<file path="config.mk">
export PLATFORM = sky130hd
export DESIGN_NAME = ow_byte_sequencer_flat
export DESIGN_NICKNAME = d
export VERILOG_FILES = /design/src/rtl/ow_pkg.sv /design/src/rtl/ow_byte_sequencer_if.sv /design/src/rtl/ow_sync2.sv /design/src/rtl/ow_byte_sequencer.sv /design/src/flat_wrapper.sv
export SDC_FILE = /design/constraint.sdc
export NUM_CORES = 1
export LEC_CHECK = 0
export ABC_AREA = 1
export ABC_CLOCK_PERIOD_IN_PS = 1700
export BUFFER_PORTS_ARGS = -buffer_cell sky130_fd_sc_hd__buf_2
export CAP_MARGIN = 20
export CELL_PAD_IN_SITES_DETAIL_PLACEMENT = 0
export CELL_PAD_IN_SITES_GLOBAL_PLACEMENT = 1
export CORE_MARGIN = 10
export CORE_UTILIZATION = 37
export DETAILED_ROUTE_END_ITERATION = 8
export PLACE_DENSITY_LB_ADDON = 0.1
export SLEW_MARGIN = 15
export SYNTH_ARGS = -nofsm -noshare
export SYNTH_HDL_FRONTEND = slang
export SYNTH_SLANG_ARGS = --single-unit
</file>
<file path="constraint.sdc">
create_clock -name clk_i -period 1.7 [get_ports clk_i]
set_clock_uncertainty 0.15 [all_clocks]
set_input_delay 0.17 -clock clk_i [delete_from_list [all_inputs] [get_ports clk_i]]
set_output_delay 0.17 -clock clk_i [all_outputs]
set_load 0.05 [all_outputs]
</file>
<file path="src/rtl/ow_pkg.sv">
// rtl/ow_pkg.sv - shared types and constants for the 1-Wire byte sequencer
package ow_pkg;

  typedef enum logic [2:0] {
    ST_IDLE,
    ST_BIT_ISSUE,
    ST_BIT_WAIT,
    ST_RST_LOW,
    ST_RST_WAIT,
    ST_DONE
  } ow_state_e;

  localparam logic OW_OP_WRITE = 1'b0;
  localparam logic OW_OP_RESET = 1'b1;

  // Bit-level transmitter low times, in clk cycles
  localparam int OW_T_LOW1 = 6;
  localparam int OW_T_LOW0 = 60;

endpackage

</file>
<file path="src/rtl/ow_byte_sequencer_if.sv">
// rtl/ow_byte_sequencer_if.sv - host command, transmitter and bus signals of the sequencer
interface ow_byte_sequencer_if;

  logic       cmd_valid;
  logic       cmd_ready;
  logic       cmd_op;
  logic [7:0] cmd_data;
  logic       tx_bit;
  logic       tx_ready;
  logic       rst_low;
  logic       bus_in;
  logic       busy;
  logic       done;
  logic       presence;

  modport master (
    output cmd_valid, cmd_op, cmd_data, bus_in,
    input  cmd_ready, tx_bit, tx_ready, rst_low, busy, done, presence
  );

  modport slave (
    input  cmd_valid, cmd_op, cmd_data, bus_in,
    output cmd_ready, tx_bit, tx_ready, rst_low, busy, done, presence
  );

endinterface

</file>
<file path="src/rtl/ow_sync2.sv">
// rtl/ow_sync2.sv - two-flop synchroniser, resets to 1 (idle bus level)
module ow_sync2 (
  input  logic clk_i,
  input  logic rst_ni,
  input  logic d_i,
  output logic q_o
);

  logic [1:0] sync_q;

  always_ff @(posedge clk_i or negedge rst_ni) begin
    if (!rst_ni) begin
      sync_q <= 2'b11;
    end else begin
      sync_q <= {sync_q[0], d_i};
    end
  end

  assign q_o = sync_q[1];

endmodule

</file>
<file path="src/rtl/ow_byte_sequencer.sv">
// rtl/ow_byte_sequencer.sv - 1-Wire command sequencer: LSB-first byte writes and reset/presence
module ow_byte_sequencer
  import ow_pkg::*;
#(
  parameter int SLOT_CYCLES            = 70,
  parameter int RESET_LOW_CYCLES       = 480,
  parameter int PRESENCE_SAMPLE_CYCLES = 70,
  parameter int RESET_TOTAL_CYCLES     = 960,
  parameter int CNT_W                  = 10
) (
  input  logic               clk_i,
  input  logic               rst_ni,
  ow_byte_sequencer_if.slave bus_if
);

  localparam logic [CNT_W-1:0] SLOT_LOAD     = CNT_W'(SLOT_CYCLES - 2);
  localparam logic [CNT_W-1:0] RST_LOW_LOAD  = CNT_W'(RESET_LOW_CYCLES - 1);
  localparam logic [CNT_W-1:0] RST_WAIT_LOAD = CNT_W'(RESET_TOTAL_CYCLES - RESET_LOW_CYCLES - 1);
  // Counter value in RST_WAIT that is PRESENCE_SAMPLE_CYCLES after bus release
  localparam logic [CNT_W-1:0] PRES_POINT    =
    CNT_W'(RESET_TOTAL_CYCLES - RESET_LOW_CYCLES - 1 - PRESENCE_SAMPLE_CYCLES);

  if (SLOT_CYCLES < OW_T_LOW0 + 2 || SLOT_CYCLES <= OW_T_LOW1) begin : g_bad_slot
    $error("SLOT_CYCLES too short for the transmitter write-0 slot");
  end
  if (RESET_TOTAL_CYCLES <= RESET_LOW_CYCLES + PRESENCE_SAMPLE_CYCLES) begin : g_bad_reset
    $error("RESET_TOTAL_CYCLES must exceed reset low plus presence sample time");
  end

  ow_state_e        state_q, state_d;
  logic [CNT_W-1:0] cnt_q, cnt_d;
  logic [2:0]       idx_q, idx_d;
  logic [7:0]       shift_q, shift_d;
  logic             presence_q, presence_d;
  logic             bus_sync;

  ow_sync2 u_sync (
    .clk_i  (clk_i),
    .rst_ni (rst_ni),
    .d_i    (bus_if.bus_in),
    .q_o    (bus_sync)
  );

  always_ff @(posedge clk_i or negedge rst_ni) begin
    if (!rst_ni) begin
      state_q    <= ST_IDLE;
      cnt_q      <= '0;
      idx_q      <= '0;
      shift_q    <= '0;
      presence_q <= 1'b0;
    end else begin
      state_q    <= state_d;
      cnt_q      <= cnt_d;
      idx_q      <= idx_d;
      shift_q    <= shift_d;
      presence_q <= presence_d;
    end
  end

  always_comb begin
    state_d    = state_q;
    cnt_d      = cnt_q;
    idx_d      = idx_q;
    shift_d    = shift_q;
    presence_d = presence_q;
    unique case (state_q)
      ST_IDLE: begin
        if (bus_if.cmd_valid) begin
          if (bus_if.cmd_op == OW_OP_RESET) begin
            cnt_d   = RST_LOW_LOAD;
            state_d = ST_RST_LOW;
          end else begin
            shift_d = bus_if.cmd_data;
            idx_d   = 3'd0;
            state_d = ST_BIT_ISSUE;
          end
        end
      end
      ST_BIT_ISSUE: begin
        cnt_d   = SLOT_LOAD;
        state_d = ST_BIT_WAIT;
      end
      ST_BIT_WAIT: begin
        if (cnt_q != '0) begin
          cnt_d = cnt_q - CNT_W'(1);
        end else if (idx_q == 3'd7) begin
          state_d = ST_DONE;
        end else begin
          shift_d = {1'b0, shift_q[7:1]};
          idx_d   = idx_q + 3'd1;
          state_d = ST_BIT_ISSUE;
        end
      end
      ST_RST_LOW: begin
        if (cnt_q != '0) begin
          cnt_d = cnt_q - CNT_W'(1);
        end else begin
          cnt_d   = RST_WAIT_LOAD;
          state_d = ST_RST_WAIT;
        end
      end
      ST_RST_WAIT: begin
        if (cnt_q == PRES_POINT) begin
          presence_d = ~bus_sync;
        end
        if (cnt_q != '0) begin
          cnt_d = cnt_q - CNT_W'(1);
        end else begin
          state_d = ST_DONE;
        end
      end
      ST_DONE: begin
        state_d = ST_IDLE;
      end
      default: begin
        state_d = ST_IDLE;
      end
    endcase
  end

  // Outputs decode straight from state so an async reset clears them at once
  assign bus_if.cmd_ready = (state_q == ST_IDLE);
  assign bus_if.busy      = (state_q != ST_IDLE);
  assign bus_if.done      = (state_q == ST_DONE);
  assign bus_if.tx_ready  = (state_q == ST_BIT_ISSUE);
  assign bus_if.tx_bit    = shift_q[0] & ((state_q == ST_BIT_ISSUE) || (state_q == ST_BIT_WAIT));
  assign bus_if.rst_low   = (state_q == ST_RST_LOW);
  assign bus_if.presence  = presence_q;

endmodule

</file>
<file path="src/flat_wrapper.sv">
// flat-port wrapper written by rule: the top's interface ports become plain ports
module ow_byte_sequencer_flat import ow_pkg::*;
#(
  parameter int SLOT_CYCLES            = 70,
  parameter int RESET_LOW_CYCLES       = 480,
  parameter int PRESENCE_SAMPLE_CYCLES = 70,
  parameter int RESET_TOTAL_CYCLES     = 960,
  parameter int CNT_W                  = 10
)
  (clk_i, rst_ni, bus_if_cmd_valid, bus_if_cmd_op, bus_if_cmd_data, bus_if_bus_in, bus_if_cmd_ready, bus_if_tx_bit, bus_if_tx_ready, bus_if_rst_low, bus_if_busy, bus_if_done, bus_if_presence);
  ow_byte_sequencer_if bus_if_i ();
  input  logic clk_i;
  input  logic rst_ni;
  input wire logic [$bits(bus_if_i.cmd_valid)-1:0] bus_if_cmd_valid;
  input wire logic [$bits(bus_if_i.cmd_op)-1:0] bus_if_cmd_op;
  input wire logic [$bits(bus_if_i.cmd_data)-1:0] bus_if_cmd_data;
  input wire logic [$bits(bus_if_i.bus_in)-1:0] bus_if_bus_in;
  output wire logic [$bits(bus_if_i.cmd_ready)-1:0] bus_if_cmd_ready;
  output wire logic [$bits(bus_if_i.tx_bit)-1:0] bus_if_tx_bit;
  output wire logic [$bits(bus_if_i.tx_ready)-1:0] bus_if_tx_ready;
  output wire logic [$bits(bus_if_i.rst_low)-1:0] bus_if_rst_low;
  output wire logic [$bits(bus_if_i.busy)-1:0] bus_if_busy;
  output wire logic [$bits(bus_if_i.done)-1:0] bus_if_done;
  output wire logic [$bits(bus_if_i.presence)-1:0] bus_if_presence;
  assign bus_if_i.cmd_valid = bus_if_cmd_valid;
  assign bus_if_i.cmd_op = bus_if_cmd_op;
  assign bus_if_i.cmd_data = bus_if_cmd_data;
  assign bus_if_i.bus_in = bus_if_bus_in;
  assign bus_if_cmd_ready = bus_if_i.cmd_ready;
  assign bus_if_tx_bit = bus_if_i.tx_bit;
  assign bus_if_tx_ready = bus_if_i.tx_ready;
  assign bus_if_rst_low = bus_if_i.rst_low;
  assign bus_if_busy = bus_if_i.busy;
  assign bus_if_done = bus_if_i.done;
  assign bus_if_presence = bus_if_i.presence;
  ow_byte_sequencer #(.SLOT_CYCLES(SLOT_CYCLES), .RESET_LOW_CYCLES(RESET_LOW_CYCLES), .PRESENCE_SAMPLE_CYCLES(PRESENCE_SAMPLE_CYCLES), .RESET_TOTAL_CYCLES(RESET_TOTAL_CYCLES), .CNT_W(CNT_W)) u_core (.clk_i(clk_i), .rst_ni(rst_ni), .bus_if(bus_if_i));
endmodule
</file>
==> summary by stage <==
Worst setup path
STA classifies the critical path endpoint as a primary output. The top fanout value on the critical path is 7. Together, buffers and inverters on the worst path number 1.

The setup check on the worst reg-to-reg path leaves a slack of about 0.060 ns. Traced cell by cell, the critical path runs through nor2_4, nand2_4, a21boi_2, buf_6. The kind of cell adding the most delay to the critical path is flip-flops. The signal arrival time at the worst endpoint is 1.39 ns.

The critical path depth is 4. The required time of the critical path is 1.38 ns. The element type at the critical path start is a register.

The critical path launch point is u_core.state_q[0]. The path depth of the worst reg2reg path is 9. The critical path ends at bus_if_tx_bit. The capture point of the worst reg-to-reg path is u_core.idx_q[2]. The largest incremental delay on the critical path is 0.45 ns.

The startpoint identified for the worst register-to-register timing path is u_core.state_q[0]. The cell at the slowest stage of the critical path is dfrtp_2. The worst setup path is of the reg2out kind.

Clock tree
The CTS H-tree depth is 1. At the later pin of the worst-skew pair, clock insertion delay measures 0.27 ns. The clock passes through at most 2 buffers. TritonCTS built the clock tree. The number of buffers added by the clock tree synthesis step is 3. After clock tree synthesis, the clock-pin slew on the worst setup and hold paths is 0.10 ns. In this run the clock root is driven by a clkbuf_8. For this design, the sink count on the clock tree is 27.

Floorplan
The count of boundary I/O pins is 20. The cell row count is 24. The effective utilization at floorplan is 38.28%. The die covers 0.007589 mm².

In this run the horizontal extent of the chip is 87.12 µm. In this run the vertical extent of the chip is 87.12 µm. The core outline area is 0.004354 mm².

Status
The flow ran to the end, but the final reports show violations. The checks that failed: setup timing.

Placed design
Including well taps, the total number of placed cells is around 320. At the placement stage, the worst setup path has a slack of -0.01153 ns. The detailed placement HPWL is 3114 µm. The number of port buffers is 19. The congestion estimate from routability-driven global placement came to 0.8004. Once placement finished, the instance area stood at 0.001964 mm².

Yosys
The fraction of the mapped netlist area in compound gates is roughly 6.1%. After Yosys synthesis, full adders, half adders and majority gates account for 3.003% of the synthesized area. The count of state elements after synthesis is 27. When the netlist entered floorplanning its net count stood at 247. The post-synthesis cell type count is 30.

Summing the areas of all xor and xnor instances in the mapped netlist gives 1.577% of the synthesized area. Yosys printed 0 warnings. The number of cells produced by synthesis is 230. The simple-gate share of the synthesized area is 40.47%. The dominant combinational cell family by area after synthesis is simple AND/OR/NAND/NOR gates. The post-synthesis instance area is between 0.0015 and 0.002 mm².

The post-synthesis average cell area is 7.246 µm². The register area share after synthesis is 40.69%. The portion of synthesized area spent on multiplexers is 0%.

Routing
In this run, the number of DRC markers left after iteration 0 of detailed routing was 39. The pre-antenna-repair detailed-routing pass consisted of 4 iterations. The routed design has ~4400 µm of wire. Across all layers, the routed design uses between 1.5k and 2k vias.

In the final routed layout, each cell accounts on average for around 13 µm. The residual antenna-violating net count after detailed routing is 0. The post-detailed-route DRC marker count is 0. The vias per cell is 4.724.

Worst hold path
The worst hold path belongs to the class in2reg.

Finish
The antenna diode count is 0. The non-filler instance count after layout is 337. The library cell used most frequently in the layout, excluding fill and tap cells, is nand2_1.

The summed area of non-filler cells in the final layout is 0.002308 mm². The area used by sequential logic in the layout is 681.9 µm². From synthesis to final layout, the design area changed by 38.51%.

In the final layout, the share of cells above drive strength 1 is around 35%. The top cell types in the final layout, fill and taps aside, are 78 x nand2_1, 28 x buf_4, 22 x dfrtp_1, 19 x inv_1, 18 x nor2_1. After filler insertion, the fill cell instance count of the layout stands at 428. After the last flow step, the layout net total stands at 303. The area of the multi-input gates is 978.4 µm².

STA
The count of pins over their slew limit is 0. The final sum of negative setup slack is -0.01373 ns. The worst pin sits at a relative slew slack of 57.59%. Once routing completed, OpenROAD measured the worst setup slack at -0.01373 ns. Setup violations remaining at the end of the flow were counted as 1. The slew at the pin closest to its max-slew limit is between 0.6 and 0.7 ns. The final cycle utilization of the critical path is 100.8%.

Setup repair after global routing could not meet its margin everywhere. Derived from the worst setup path, the maximum achievable clock frequency is 583.5 MHz. The post-layout minimum cycle time is between 1.5 and 2 ns. The final hold violation count is 0.

Global routing
The via count of the first global-routing pass came to 1614. The aggregate global routing overflow is 0. For this run, the total global-route usage over all layers was measured as 12.02%.

The pin count of the biggest net entering global routing is 28. The first global-routing pass estimated between 7000 and 8000 µm of wire. The initial antenna violation count is 0.

Pwr
Overall power consumption after layout is estimated at ~4.3 mW. The areal power density over the cells is 1884 mW/mm². VDD sags by at most about 0.85 mV. The leakage power of the design is roughly 1.2 nW.

Job
The reported max-cap violation count is 0.
[kinds of logic after synthesis]
kind of cell / Yosys count
AND/OR/NAND/NOR: 148
buffers and inverters: 31
flip-flops: 27
AO/OA/AOI/OAI: 17
adder cells (fa/ha/maj): 4
XOR/XNOR: 3
[tightest hold or removal path, cell delays in order]
cell and delay [ns]:
buf_2 0.10, nand2_1 0.04, nand3b_1 0.09, nand2_1 0.05
[flip-flops by register name, summed over array words and instances (netlist names)]
name and count:
u_core.shift_q 8, u_core.u_sync.sync_q 2, u_core.bus_if.presence 1, u_core.cnt_q 10
u_core.idx_q 3, u_core.state_q 3
[where the power goes]
part	internal, mW	leakage [nW]	switching, mW	total [mW]
Sequential	0.884	0.327	0.182	1.07
Clock	0.166	0.0217	0.213	0.379
Combinational	1.23	0.870	1.67	2.90
Total	2.28	1.22	2.07	4.35
[cell usage after synthesis]
library cell	count	area, µm²
inv_1	23	86.33
nor3_1	1	5.000
a21oi_1	1	5.000
inv_2	3	11.26
nand3b_1	4	30.03
clkinv_1	1	3.750
xor2_1	2	17.52
nand3_2	1	10.01
nor2_4	2	22.52
dfstp_2	2	52.55
xnor2_1	1	8.760
buf_2	1	5.000
buf_4	1	7.510
nand2_4	1	11.26
o21ai_1	4	20.02
nor2_1	20	75.07
dfrtp_1	25	625.6
o22ai_1	2	12.51
o21ai_0	5	25.02
nand2_2	8	50.05
ha_1	4	50.05
a22oi_1	3	22.52
nor3_4	1	16.27
nand2_1	82	307.8
o2111ai_1	1	8.760
a21boi_0	1	7.510
nand4_1	3	18.77
nand3_1	23	115.1
nor2_2	2	12.51
buf_6	2	22.52
[area by class of cell]
class | count | share of cell area (%)
Tap cell | 52 | 2.818
Inverter | 27 | 4.770
Clock inverter | 1 | 0.3252
Multi-Input combinational cell | 173 | 42.38
Sequential cell | 27 | 29.54
Timing Repair Buffer | 54 | 18.37
Clock buffer | 3 | 1.789
[metrics by stage]
step                hold slack [ns]  utilization, %
finish                      0.05205           53.02
global route                0.04602           53.02
CTS                         0.03674           48.59
detailed placement          0.07769           45.11
global placement            0.08173           45.11
floorplan                   -0.2756               -
[timing repair]
action / CTS / global route
endpoints found under the setup margin: 14 / 27
pin swaps: 5 / 13
gates cloned: 2 / 1
setup buffers: 3 / 7
resized for setup: 16 / 30
hold buffers: 2 / 0
hold endpoints to repair: 26 / 0
[worst min path at each step]
stage,startpoint,endpoint,slack [ns],cells after the start
after floorplan,rst_ni,u_core.bus_if.presence,-0.28,0
after detailed placement,rst_ni,u_core.cnt_q[5],0.08,1
after CTS,bus_if_cmd_data[7],u_core.shift_q[7],0.04,4
after global routing,bus_if_cmd_data[7],u_core.shift_q[7],0.05,4
final,bus_if_cmd_data[7],u_core.shift_q[7],0.05,4
after global placement,rst_ni,u_core.cnt_q[7],0.08,1
[metal layers]
layer	global-route usage, %	up-vias	share of wire (%)
li1	-	839	-
met4	4.348	0	1.6
met3	2.154	6	2.8
met5	0	-	0
met2	19.52	23	49
met1	15.49	724	46
Power figures use the tool's default switching activity.
